===== src/rtl/video_timing.sv =====
// Raster timing generator: registered h/v counters with sync/enable decode, plus
// a shift-register copy of sync/de delayed by the downstream scene latency.
module video_timing #(
  parameter int H_ACTIVE   = 1280,
  parameter int H_FP       = 110,
  parameter int H_SYNC     = 40,
  parameter int H_BP       = 220,
  parameter int V_ACTIVE   = 720,
  parameter int V_FP       = 5,
  parameter int V_SYNC     = 5,
  parameter int V_BP       = 20,
  parameter int HSYNC_POL  = 1,
  parameter int VSYNC_POL  = 1,
  parameter int PIPE_DELAY = 4
) (
  input  logic        pixel_clk,
  input  logic        rst_n,
  output logic        hsync,
  output logic        vsync,
  output logic [10:0] hcount,
  output logic [10:0] vcount,
  output logic        de,
  output logic        frame_start,
  output logic        vid_hsync,
  output logic        vid_vsync,
  output logic        vid_de
);

  // state    | meaning
  // ST_RESET | just out of reset; next edge presents position (0,0)
  // ST_RUN   | free-running, each edge advances one position

  localparam int H_TOTAL = H_ACTIVE + H_FP + H_SYNC + H_BP;
  localparam int V_TOTAL = V_ACTIVE + V_FP + V_SYNC + V_BP;

  generate
    if (H_TOTAL > 2048 || V_TOTAL > 2048) begin : g_total_check
      $error("video_timing: H_TOTAL and V_TOTAL must not exceed 2048");
    end
    if (PIPE_DELAY < 0) begin : g_delay_check
      $error("video_timing: PIPE_DELAY must be non-negative");
    end
  endgenerate

  // 12-bit compares so a 2048-wide boundary does not alias to zero
  localparam logic [11:0] H_LAST     = 12'(H_TOTAL - 1);
  localparam logic [11:0] V_LAST     = 12'(V_TOTAL - 1);
  localparam logic [11:0] H_ACT_END  = 12'(H_ACTIVE);
  localparam logic [11:0] V_ACT_END  = 12'(V_ACTIVE);
  localparam logic [11:0] H_HS_START = 12'(H_ACTIVE + H_FP);
  localparam logic [11:0] H_HS_END   = 12'(H_ACTIVE + H_FP + H_SYNC);
  localparam logic [11:0] V_VS_START = 12'(V_ACTIVE + V_FP);
  localparam logic [11:0] V_VS_END   = 12'(V_ACTIVE + V_FP + V_SYNC);
  localparam logic        HS_ON      = (HSYNC_POL != 0);
  localparam logic        VS_ON      = (VSYNC_POL != 0);

  typedef enum logic {ST_RESET, ST_RUN} state_t;

  state_t      state, state_next;
  logic [10:0] h_next, v_next;
  logic [11:0] h_ext, v_ext;
  logic        hs_next, vs_next, de_next, fs_next;

  always_ff @(posedge pixel_clk or negedge rst_n) begin
    if (!rst_n) state <= ST_RESET;
    else        state <= state_next;
  end

  always_comb begin
    state_next = state;
    h_next     = hcount;
    v_next     = vcount;
    case (state)
      ST_RESET: begin
        state_next = ST_RUN;
        h_next     = 11'd0;
        v_next     = 11'd0;
      end
      ST_RUN: begin
        if ({1'b0, hcount} == H_LAST) begin
          h_next = 11'd0;
          if ({1'b0, vcount} == V_LAST) v_next = 11'd0;
          else                          v_next = vcount + 11'd1;
        end else begin
          h_next = hcount + 11'd1;
        end
      end
      default: state_next = ST_RESET;
    endcase

    // Decode from the position about to be registered so all outputs agree
    h_ext   = {1'b0, h_next};
    v_ext   = {1'b0, v_next};
    hs_next = (h_ext >= H_HS_START && h_ext < H_HS_END) ? HS_ON : ~HS_ON;
    vs_next = (v_ext >= V_VS_START && v_ext < V_VS_END) ? VS_ON : ~VS_ON;
    de_next = (h_ext < H_ACT_END) && (v_ext < V_ACT_END);
    fs_next = (h_next == 11'd0) && (v_next == 11'd0);
  end

  always_ff @(posedge pixel_clk or negedge rst_n) begin
    if (!rst_n) begin
      hcount      <= 11'd0;
      vcount      <= 11'd0;
      hsync       <= ~HS_ON;
      vsync       <= ~VS_ON;
      de          <= 1'b0;
      frame_start <= 1'b0;
    end else begin
      hcount      <= h_next;
      vcount      <= v_next;
      hsync       <= hs_next;
      vsync       <= vs_next;
      de          <= de_next;
      frame_start <= fs_next;
    end
  end

  generate
    if (PIPE_DELAY == 0) begin : g_no_delay
      assign vid_hsync = hsync;
      assign vid_vsync = vsync;
      assign vid_de    = de;
    end else begin : g_delay
      logic [PIPE_DELAY-1:0] hs_pipe, vs_pipe, de_pipe;

      always_ff @(posedge pixel_clk or negedge rst_n) begin
        if (!rst_n) begin
          hs_pipe <= {PIPE_DELAY{~HS_ON}};
          vs_pipe <= {PIPE_DELAY{~VS_ON}};
          de_pipe <= '0;
        end else begin
          hs_pipe[0] <= hsync;
          vs_pipe[0] <= vsync;
          de_pipe[0] <= de;
          for (int i = 1; i < PIPE_DELAY; i++) begin
            hs_pipe[i] <= hs_pipe[i-1];
            vs_pipe[i] <= vs_pipe[i-1];
            de_pipe[i] <= de_pipe[i-1];
          end
        end
      end

      assign vid_hsync = hs_pipe[PIPE_DELAY-1];
      assign vid_vsync = vs_pipe[PIPE_DELAY-1];
      assign vid_de    = de_pipe[PIPE_DELAY-1];
    end
  endgenerate

endmodule


===== config.mk =====
export PLATFORM = sky130hd
export DESIGN_NAME = video_timing
export DESIGN_NICKNAME = d
export VERILOG_FILES = /design/src/rtl/video_timing.sv
export SDC_FILE = /design/constraint.sdc
export NUM_CORES = 1
export LEC_CHECK = 0
export CAP_MARGIN = 15
export CORE_MARGIN = 8
export CORE_UTILIZATION = 49
export DETAILED_ROUTE_END_ITERATION = 16
export GPL_TIMING_DRIVEN = 0
export PLACE_DENSITY_LB_ADDON = 0.25
export SYNTH_ARGS = -nofsm -noshare
export SYNTH_HDL_FRONTEND = slang
export SYNTH_SLANG_ARGS = --single-unit

===== constraint.sdc =====
create_clock -name pixel_clk -period 2.68 [get_ports pixel_clk]
set_input_delay 0.804 -clock pixel_clk [delete_from_list [all_inputs] [get_ports pixel_clk]]
set_output_delay 0.804 -clock pixel_clk [all_outputs]
set_load 0.02 [all_outputs]

Word level (Yosys, flattened, before mapping)
Cells that the tools add are included.
- $add $sub $neg: 2
- order comparisons: 6
- equality and inequality tests: 2
- muxes and demuxes: 7
- bitwise logic cells: 1
- reductions and logical operators: 6
- operators with widths (operator ; number):
    $pmux 11 s2 ; 2
    $mux 11 ; 3
    $add 11x1->11 const B ; 2
    $logic_not 11->1 ; 2
    $lt 11x10->1 const B ; 2
    $lt 11x11->1 const B ; 2
    $eq 11x10->1 const B ; 1
    $eq 11x11->1 const B ; 1
    $ge 11x10->1 const B ; 1
    $ge 11x11->1 const B ; 1
    $logic_and 1x1->1 ; 4
    $mux 1 ; 2
    $not 1->1 ; 1
- bits in registers: 39
- output and inout bits: 29

Logic depth before layout (Yosys ltp)
- depth after elaboration: 7
- gate-level depth with buffers: 10
- depth with buffers taken out: 9

Worst setup path after synthesis
No wires, ideal clock.
- path kind: register to register
- from: reg hcount[0]
- to: reg frame_start
- arrival: 2.531 ns
- slack: 0.054 ns
- stages on the path, launching flop included: 9
- buffers on the path: 1
- path through: dfrtp_1 ha_1 nand4bb_1 buf_2 or4_1 xor2_1 a21oi_1 or4_1 nor4b_2
- longest elaborated chain between the ends: 5
- ends and longest elaborated chain (element ; line ; source):
    start: declaration ; 20 ; output logic [10:0] hcount,
    start signal: assignment ; 109 ; hcount <= h_next;
    $add 11x1->11 or $eq 11x11->1 (tied branches) ; 85, 80 ;
    $mux 11 ; 80 ; if ({1'b0, hcount} == H_LAST) begin
    $pmux 11 s2 ; 73 ; case (state)
    $logic_not 11->1 ; 97 ; fs_next = (h_next == 11'd0) && (v_next == 11'd0);
    $logic_and 1x1->1 * ; 97 ;
    named net fs_next ; 62 ; logic hs_next, vs_next, de_next, fs_next;
    end signal: assignment ; 114 ; frame_start <= fs_next;
    end: declaration ; 23 ; output logic frame_start,
Mark *: on every way through the listed nets, which the timed path passes. The rest lies on a longest branch.

Worst setup path after layout
- from: reg hcount[1]
- to: reg frame_start
Same word-level chain as after synthesis.

==> impl_results.md <==
* Critical path type: flop to flop
* Syn_nets at 226
* Req. time, crit path at 2.88 ns
* Final HPWL DP at 3490 um
* DRT met1 WL at 2370 um
* Max layer used: met4
* Post-route insts no fill at 315
* Number of global-route vias before repair at 1,669
* Async set or reset register ratio after synthesis at 100%
* Total placed cells including tap cells at 302
* Data arrival, critical path at 2.80 ns
* Wire length per cell at 16.3 um
* WL met3 at 336 um
* ANT nets after route at 0
* Status: complete, no violations
* Leakage at 0.00111 uW
* Worst Path Max Fanout at 9
* Max cap viols at 0
* H-tree Lvls at 2
* Worst-path clk slew at 0.08 ns
* Synth Area per Inst at 9.65 um2
* Slew Limit Fails at 0
* Sequential area share after synthesis at 46.0%
* Ys flop type: dfrtp_1
* Crit. End Element: flop
* RePlAce Congestion at 0.896
* Unique cell type count in the Yosys netlist at 47
* First-pass GRT wire length at 8500 um
* DRC at 0
* Yosys reg bits at 39
* Worst Tran Pin Value at 0.861 ns
* TritonCTS sink count at 39
* Initial antenna violation count at 0
* Clk Tree Root Cell: clkbuf_8
* Die span in y at 81.8 um
* Final Instance Area at 2700 um2
* Slew HR at 42.6%
* Vias/cell at 5.66
* DIE WIDTH at 81.8 um
* Row cnt at 24
* Fin crit share at 97.2%
* Area grow syn2layout at 27.0%
* Final setup viols at 0
* Clock Latency Late Sink at 0.30 ns
* Largest net degree at the start of global routing at 40
* Starting Density at 49.8%
* Final #Nets at 268
* Maximum root-to-sink buffer count at 2
* FMAX at 0.384 GHz
* Final wirelength at 5140 um
* Met2 wire len at 2340 um
* Cell Area, Synth at 2120 um2
* Overall Global Routing Usage at 16.6%
* Total number of vias at 1,784
* Placement Cell Area at 2480 um2
* Final hold vios at 0
* Core footprint at 4260 um2
* Initial DRC count at 141
* Die ar. at 6690 um2
* GRT overflow at 0
* Tmin final at 2.61 ns
* Number of I/O port buffers at 30
* Total power at 1090 uW
* Layout cells sized above 1 at 17.5%
* Hold/Removal Path Class: flop to flop
* Power Density at 405 nW/um2
* Worst setup SP type: flop
* Cells after Synth at 220
* Max rail drop VDD at 0.205 mV
* Yosys warning total at 0
* Antenna diodes at 0
* CTS tree: yes
* Top-Level Pins at 31
* CTS buffer count at 5
* Number of synthesized flops with an enable pin at 0
* Layout Skew at 0.00711 ns
* DR pass1 iterations at 4
-- final cells by class --
type	count	area (um2)
buffer	12	68.8
clock buffer	5	68.8
clock inverter	3	20.0
fill	367	1570
inverter	10	37.5
multi-input combinational	159	1120
sequential	39	978
tap	52	65.1
timing repair buffer	35	333
-- flip-flops by register name, indices dropped and copies added (netlist names) --
name,flops
hsync,1
de,1
vcount,11
frame_start,1
g_delay.hs_pipe,4
g_delay.vs_pipe,4
g_delay.de_pipe,4
state,1
vsync,1
hcount,11
-- worst paths after layout --
path | end | cells after the start | slack, ns | startpoint
min in group asynchronous | hcount[7]$_DFF_PN0_ | 1 | 0.61 | rst_n
hold reg to reg | g_delay.vs_pipe[2]$_DFF_PN0_ | 0 | 0.35 | g_delay.vs_pipe[1]$_DFF_PN0_
hold / removal | g_delay.vs_pipe[2]$_DFF_PN0_ | 0 | 0.35 | g_delay.vs_pipe[1]$_DFF_PN0_
setup reg to reg | frame_start$_DFF_PN0_ | 9 | 0.07 | hcount[1]$_DFF_PN0_
setup / recovery | frame_start$_DFF_PN0_ | 9 | 0.07 | hcount[1]$_DFF_PN0_
max in group asynchronous | hcount[0]$_DFF_PN0_ | 1 | 1.49 | rst_n
-- worst max-delay path, cell delays in order, from the launching register on --
cell and delay, ns:
dfrtp_2 0.45, inv_1 0.06, ha_1 0.13, nand4bb_1 0.09, clkbuf_4 0.22, or4_4 0.49
xor2_4 0.18, a21oi_1 0.09, or4_1 0.47, nor4b_2 0.31
-- stage by stage --
step	hold slack (ns)	setup WS [ns]	TNS, ns	utilization (%)
floorplan	0.331	0.0543	0	-
global placement	0.335	-0.148	-5.64	58.3
CTS	0.355	-0.00375	-0.00375	61.1
finish	0.353	0.0745	0	63.2
global route	0.361	-0.0475	-0.0475	63.2
detailed placement	0.337	-0.193	-0.213	58.2
-- power by group --
| part | total [uW] | internal [uW] | switching (uW) |
|---|---|---|---|
| Clock | 404 | 181 | 223 |
| Combinational | 85.4 | 33.7 | 51.8 |
| Sequential | 602 | 594 | 7.42 |
| Total | 1090 | 809 | 282 |
-- layer usage --
metal | GRT usage (%) | vias to the layer above
met4 | 6.32 | 0
li1 | - | 857
met2 | 23.8 | 50
met3 | 5.36 | 8
met5 | 0 | -
met1 | 22.8 | 869
-- cell usage after synthesis, types with 3 or more instances --
master	n	area (um2)
a21oi_1	10	50.1
buf_2	5	25.0
buf_4	3	22.5
clkbuf_1	4	15.0
dfrtp_1	39	976
ha_1	4	50.1
inv_1	10	37.5
nand2_1	15	56.3
nand3_1	7	35.0
nand4_1	4	25.0
nor2_1	22	82.6
nor2b_1	4	25.0
nor3_1	7	35.0
nor3_2	3	30.0
nor4_1	8	50.1
o21ai_0	11	55.1
or3_1	3	18.8
or4_1	3	22.5
xnor2_1	15	131
xor2_1	7	61.3
-- cell families (layout without fill, tap and decap cells) --
| kind of cell | after synthesis | after routing | synth area share [%] |
|---|---|---|---|
| fa+ha+maj | 4 | 4 | 2.36 |
| simple gates | 93 | 93 | 25.1 |
| other cells | 1 | 1 | 0.177 |
| mux | 1 | 1 | 0.531 |
| flops | 39 | 39 | 46.0 |
| xor+xnor | 22 | 22 | 9.08 |
| compound gates | 38 | 38 | 12.1 |
| buf+inv | 22 | 65 | 4.72 |
-- repair_timing --
action | 4_1_cts | 5_1_grt
setup endpoints to repair | 3 | 3
pin swaps | 1 | 5
setup buffers | 2 | 3
hold buffers | 0 | 0
resized for setup | 5 | 17
-- layout by cell type (no fill, tap or decap), types with 3 or more instances in the layout --
master,count
a21oi_1,10
buf_2,5
buf_4,8
clkbuf_2,3
clkbuf_8,5
clkdlybuf4s50_1,29
dfrtp_1,37
ha_1,4
inv_1,10
nand2_1,14
nand3_1,6
nand4_1,4
nor2_1,22
nor2b_1,4
nor3_1,6
nor3_2,3
nor4_1,6
o21ai_0,11
or3_1,3
xnor2_1,15
xor2_1,6
Power figures use the tool's default switching activity.
